===== config.mk =====
export PLATFORM = sky130hd
export DESIGN_NAME = mac_ctrl
export DESIGN_NICKNAME = d
export VERILOG_FILES = /design/src/rtl/mac_ctrl_pkg.sv /design/src/rtl/mac_ctrl_mac.sv /design/src/rtl/mac_ctrl.sv
export SDC_FILE = /design/constraint.sdc
export NUM_CORES = 2
export LEC_CHECK = 0
export BUFFER_PORTS_ARGS = -buffer_cell sky130_fd_sc_hd__buf_4
export CORE_AREA = 2 2 280 282
export CTS_BUF_LIST = sky130_fd_sc_hd__clkbuf_4 sky130_fd_sc_hd__clkbuf_8 sky130_fd_sc_hd__clkbuf_16
export DETAILED_ROUTE_END_ITERATION = 16
export DIE_AREA = 0 0 282 284
export PLACE_DENSITY = 0.57
export SYNTH_ARGS = -nofsm -noshare
export SYNTH_HDL_FRONTEND = slang
export SYNTH_SLANG_ARGS = --single-unit

===== constraint.sdc =====
create_clock -name clk -period 16.9 [get_ports clk]
set_input_delay 2.535 -clock clk [delete_from_list [all_inputs] [get_ports clk]]
set_output_delay 2.535 -clock clk [all_outputs]
set_load 0.02 [all_outputs]

===== src/rtl/mac_ctrl_pkg.sv =====
// Shared sizing constants and FSM state type for the dot-product MAC controller.
package mac_ctrl_pkg;

    localparam int unsigned pr      = 8;
    localparam int unsigned bw      = 8;
    localparam int unsigned bw_psum = 2 * bw + 3;
    localparam int unsigned max_len = 16;
    localparam int unsigned acc_bw  = bw_psum + 4;
    localparam int unsigned cnt_bw  = 5;

    typedef enum logic [1:0] {
        StIdle,
        StRun,
        StDrain,
        StDone
    } state_e;

endpackage


===== src/rtl/mac_ctrl_mac.sv =====
// Two-stage signed dot-product unit: lane products registered, then their sum registered.
module mac #(
    parameter int unsigned pr = 8,
    parameter int unsigned bw = 8
) (
    input  logic                  clk,
    input  logic                  reset,
    input  logic [pr*bw-1:0]      a,
    input  logic [pr*bw-1:0]      b,
    output logic signed [2*bw+2:0] out
);

    localparam int unsigned PsumW = 2 * bw + 3;

    logic signed [2*bw-1:0]  prod_d [pr];
    logic signed [2*bw-1:0]  prod_q [pr];
    logic signed [PsumW-1:0] sum_d;
    logic signed [PsumW-1:0] out_q;

    always_comb begin
        for (int i = 0; i < pr; i++) begin
            // Sign-extend each lane to full product width before multiplying.
            prod_d[i] = signed'({{bw{a[(i+1)*bw-1]}}, a[i*bw +: bw]}) *
                        signed'({{bw{b[(i+1)*bw-1]}}, b[i*bw +: bw]});
        end
    end

    always_comb begin
        sum_d = '0;
        for (int i = 0; i < pr; i++) begin
            sum_d = sum_d + {{(PsumW-2*bw){prod_q[i][2*bw-1]}}, prod_q[i]};
        end
    end

    always_ff @(posedge clk or posedge reset) begin
        if (reset) begin
            for (int i = 0; i < pr; i++) begin
                prod_q[i] <= '0;
            end
            out_q <= '0;
        end else begin
            for (int i = 0; i < pr; i++) begin
                prod_q[i] <= prod_d[i];
            end
            out_q <= sum_d;
        end
    end

    assign out = out_q;

endmodule


===== src/rtl/mac_ctrl.sv =====
// Job controller: streams up to max_len operand beats through the mac and accumulates the result.
module mac_ctrl
    import mac_ctrl_pkg::*;
(
    input  logic                clk,
    input  logic                reset_n,
    input  logic                start,
    input  logic [cnt_bw-1:0]   len,
    output logic                busy,
    input  logic                in_valid,
    output logic                in_ready,
    input  logic [pr*bw-1:0]    in_a,
    input  logic [pr*bw-1:0]    in_b,
    output logic                out_valid,
    input  logic                out_ready,
    output logic [acc_bw-1:0]   out_data
);

    state_e                    state_q;
    logic [cnt_bw-1:0]         len_q;
    logic [cnt_bw-1:0]         issue_cnt_q;
    logic [cnt_bw-1:0]         rcv_cnt_q;
    logic                      vp0_q;
    logic                      vp1_q;
    logic signed [acc_bw-1:0]  acc_q;
    logic                      busy_q;
    logic                      in_ready_q;
    logic                      out_valid_q;

    logic                      fire;
    logic [pr*bw-1:0]          mac_a;
    logic [pr*bw-1:0]          mac_b;
    logic signed [bw_psum-1:0] mac_out;
    logic signed [acc_bw-1:0]  mac_ext;
    logic [cnt_bw-1:0]         len_c;
    logic                      last_issue;
    logic                      last_rcv;

    assign fire       = in_valid & in_ready_q;
    assign mac_a      = fire ? in_a : '0;
    assign mac_b      = fire ? in_b : '0;
    assign mac_ext    = {{(acc_bw-bw_psum){mac_out[bw_psum-1]}}, mac_out};
    assign len_c      = (len > cnt_bw'(max_len)) ? cnt_bw'(max_len) : len;
    assign last_issue = fire && ((issue_cnt_q + cnt_bw'(1)) == len_q);
    assign last_rcv   = vp1_q && ((rcv_cnt_q + cnt_bw'(1)) == len_q);

    mac #(
        .pr (pr),
        .bw (bw)
    ) u_mac (
        .clk   (clk),
        .reset (~reset_n),
        .a     (mac_a),
        .b     (mac_b),
        .out   (mac_out)
    );

    always_ff @(posedge clk or negedge reset_n) begin
        if (!reset_n) begin
            state_q     <= StIdle;
            len_q       <= '0;
            issue_cnt_q <= '0;
            rcv_cnt_q   <= '0;
            vp0_q       <= 1'b0;
            vp1_q       <= 1'b0;
            acc_q       <= '0;
            busy_q      <= 1'b0;
            in_ready_q  <= 1'b0;
            out_valid_q <= 1'b0;
        end else begin
            vp0_q <= fire;
            vp1_q <= vp0_q;
            if (vp1_q) begin
                acc_q     <= acc_q + mac_ext;
                rcv_cnt_q <= rcv_cnt_q + cnt_bw'(1);
            end
            unique case (state_q)
                StIdle: begin
                    if (start) begin
                        acc_q  <= '0;
                        busy_q <= 1'b1;
                        if (len_c == '0) begin
                            state_q     <= StDone;
                            out_valid_q <= 1'b1;
                        end else begin
                            state_q     <= StRun;
                            len_q       <= len_c;
                            issue_cnt_q <= '0;
                            rcv_cnt_q   <= '0;
                            in_ready_q  <= 1'b1;
                        end
                    end
                end
                StRun: begin
                    if (fire) begin
                        issue_cnt_q <= issue_cnt_q + cnt_bw'(1);
                    end
                    if (last_issue) begin
                        state_q    <= StDrain;
                        in_ready_q <= 1'b0;
                    end
                    // Results can only complete after the final issue, so this never races it.
                    if (last_rcv) begin
                        state_q     <= StDone;
                        in_ready_q  <= 1'b0;
                        out_valid_q <= 1'b1;
                    end
                end
                StDrain: begin
                    if (last_rcv) begin
                        state_q     <= StDone;
                        out_valid_q <= 1'b1;
                    end
                end
                StDone: begin
                    if (out_ready) begin
                        state_q     <= StIdle;
                        busy_q      <= 1'b0;
                        out_valid_q <= 1'b0;
                    end
                end
            endcase
        end
    end

    assign busy      = busy_q;
    assign in_ready  = in_ready_q;
    assign out_valid = out_valid_q;
    assign out_data  = acc_q;

endmodule


==> qor.csv <==
metric,value,unit
Port Buffer Count,163,
vias in the first global route,22802,
clock latency on the worst-skew pair,0.46,ns
PostCTS Resize Cnt,0,
share of layout cells above drive strength 1,0.0818,
FP Rows,102,
post-route clock period utilization,0.515,
hold path endpoint,vp1_q,
synthesis-to-layout area growth,9.58,%
Setup crit start kind,input port,
status,"finished, final reports clean",
Post-route DRC,0,
number of synthesized flops with an enable pin,0,
hold path depth,0,
CP endpoint kind,flip-flop,
"Avg Cell Area, Syn",9.60,um^2
Clock Skew,0.0191,ns
slew margin rel.,0.411,
"FF+latch count, synth",192,
Gate Count Post-Synth,3186,
Final Hold Fails,0,
core area,77000,um^2
clock slew at reported path FFs,0.07,ns
Post-Route Setup TNS,0,ns
hpwl dp,58.9,mm
CTS buffer count,17,
reg2reg end,u_mac.prod_q[110],
"Worst Path Class, Setup",in -> reg,
Async SR Flop Fraction,1.00,
DR pass1 iterations,5,
CTS root buf,clkbuf_16,
"Cell Chain, Critical Path",buf_4 -> nand2_1 -> inv_8 -> buf_4 -> buf_4 -> nand2_1 -> or2_2 -> fa_1 -> fa_1 -> inv_1 -> fa_1 -> inv_1 -> fa_1 -> inv_1 -> ha_1 -> inv_1 -> o21ai_0 -> a21o_1 -> a21o_1 -> a311o_1 -> o211ai_1,
Initial Utilization,0.398,
f_max,115,MHz
Bufs and invs on worst path,8,
unrepaired setup endpoints after global routing,no,
Final nets,4272,
WL/cell,15.9,um
slowest CP cell,buf_4,
CP Depth,21,
largest net degree at the start of global routing,107,
Synth cell types,66,
# setup viols final,0,
Hold Buf Count CTS,0,
Critical Path RT,17.27,ns
number of max-cap violations,0,
Yosys warnings,0,
CP arrival,9.08,ns
R2R depth,21,
GP Congestion,0.819,
measured slew at the worst slew-check pin,0.884,ns
worst hold margin,0.349,ns
Tmin final,8.70,ns
vias,21391,
GRT Util Overall,0.183,
CP Max Fanout,106,
Post-Syn Nets,4147,
die area,80100,um^2
# IOs,164,
most frequent cells in the layout,"inv_1 (713), fa_1 (534), and3_1 (308)",
Hold Path Class,reg -> reg,
Crit. Startpoint,in_valid,
Post-synth top flop,dfrtp_1,
CP peak stage delay,0.76,ns
mapped cell area,30600,um^2
Crit path max-delay family,adder cells,
Post-DRT Antenna Nets,0,
TritonCTS clock tree,done,
r2r setup slk,9.90,ns
vias per inst,4.90,
max-slew violation count,0,
sequential-to-total area share from yosys stat,0.157,
first-pass GRT wire length,118,mm
DRT iter0 DRCs,972,
Die H,284,um
Num Clock Sinks,192,
Critical R2R Launch,in_ready,
Die Wd,282,um
min-delay src,vp0_q,
Clock H-tree levels,4,
clock buffer depth,2,
initial antenna violation count,1,
post-CTS repair timing setup buffer count,0,
WL final,69.4,mm
"most common cell after layout, fill and taps aside",inv_1,
grt total ovfl,0,
Antenna Diode Count,0,
==> cell type report <==
type | count | area (um^2)
fill | 7562 | 43400
tap | 1040 | 1300
inverter | 714 | 2690
timing repair buffer | 170 | 1280
multi-input combinational | 2216 | 22900
clock inverter | 14 | 145
sequential | 192 | 4800
clock buffer | 18 | 439
==> Yosys cell counts, types with 15 or more instances <==
master,number,area share
xor2_1,30,0.0086
nand3_1,81,0.013
xnor2_1,148,0.042
nor3_1,23,0.0038
or3_1,16,0.0033
nand3b_1,15,0.0037
clkbuf_1,58,0.0071
a21o_1,37,0.0091
nor2_1,102,0.013
nand2_1,175,0.021
nand2b_1,17,0.0035
dfrtp_1,192,0.16
and3_1,308,0.063
ha_1,289,0.12
inv_1,714,0.088
mux2i_1,16,0.0052
and2_1,40,0.0082
a21oi_1,73,0.012
fa_1,534,0.35
or2_2,61,0.012
nor2b_1,20,0.0041
o21ai_0,71,0.012
==> registers in the layout (all words and copies together) (netlist names) <==
signal	count
vp0_q	1
in_ready	1
out_data	23
busy	1
issue_cnt_q	5
u_mac.out	19
state_q	2
vp1_q	1
len_q	5
u_mac.prod_q	128
rcv_cnt_q	5
out_valid	1
==> per-stage QoR <==
| step | area, um^2 | cells | worst slack [ns] | util |
|---|---|---|---|---|
| after CTS | 33500 | 4364 | 8.29 | 0.436 |
| after detailed placement | 32900 | 4332 | 7.80 | 0.428 |
| after global placement | 32900 | 4332 | 7.86 | 0.428 |
| final | 33500 | 4364 | 8.20 | 0.436 |
| after global routing | 33500 | 4364 | 7.78 | 0.436 |
| after floorplan | 30600 | 3186 | 9.64 | - |
==> cell families (layout without fill, tap and decap cells) <==
logic type,after synthesis,after routing,synth area share
flip-flops,192,192,0.157
adder cells (fa/ha/maj),823,823,0.468
AO/OA/AOI/OAI,309,309,0.0665
AND/OR/NAND/NOR,888,888,0.156
buffers and inverters,778,916,0.0955
XOR/XNOR,178,178,0.0510
multiplexers,18,18,0.00597
==> worst reg2reg max path, cell delays in order (launching register included) <==
cell	delay, ns
dfrtp_1	0.33
buf_4	0.34
nand2_1	0.31
inv_8	0.37
buf_4	0.58
buf_4	0.79
nand2_1	0.42
or2_2	0.39
fa_1	0.45
fa_1	0.50
inv_1	0.05
fa_1	0.47
inv_1	0.05
fa_1	0.48
inv_1	0.04
ha_1	0.29
inv_1	0.08
o21ai_0	0.13
a21o_1	0.20
a21o_1	0.21
a311o_1	0.35
o211ai_1	0.08
==> layer usage <==
metal,part of all wire,GRT usage
met5,0.00019,0
met4,0.016,0.0356
met3,0.027,0.0209
met2,0.50,0.313
met1,0.46,0.251
==> how the worst max path moves through the flow <==
stage	to
floorplan	u_mac.prod_q[94]
global placement	u_mac.prod_q[110]
detailed placement	u_mac.prod_q[110]
CTS	u_mac.prod_q[110]
global route	u_mac.prod_q[110]
finish	u_mac.prod_q[110]
Power is left out: the tool's default activity adds up to more than one toggle a clock period on the data nets, which glitch-free logic cannot reach.
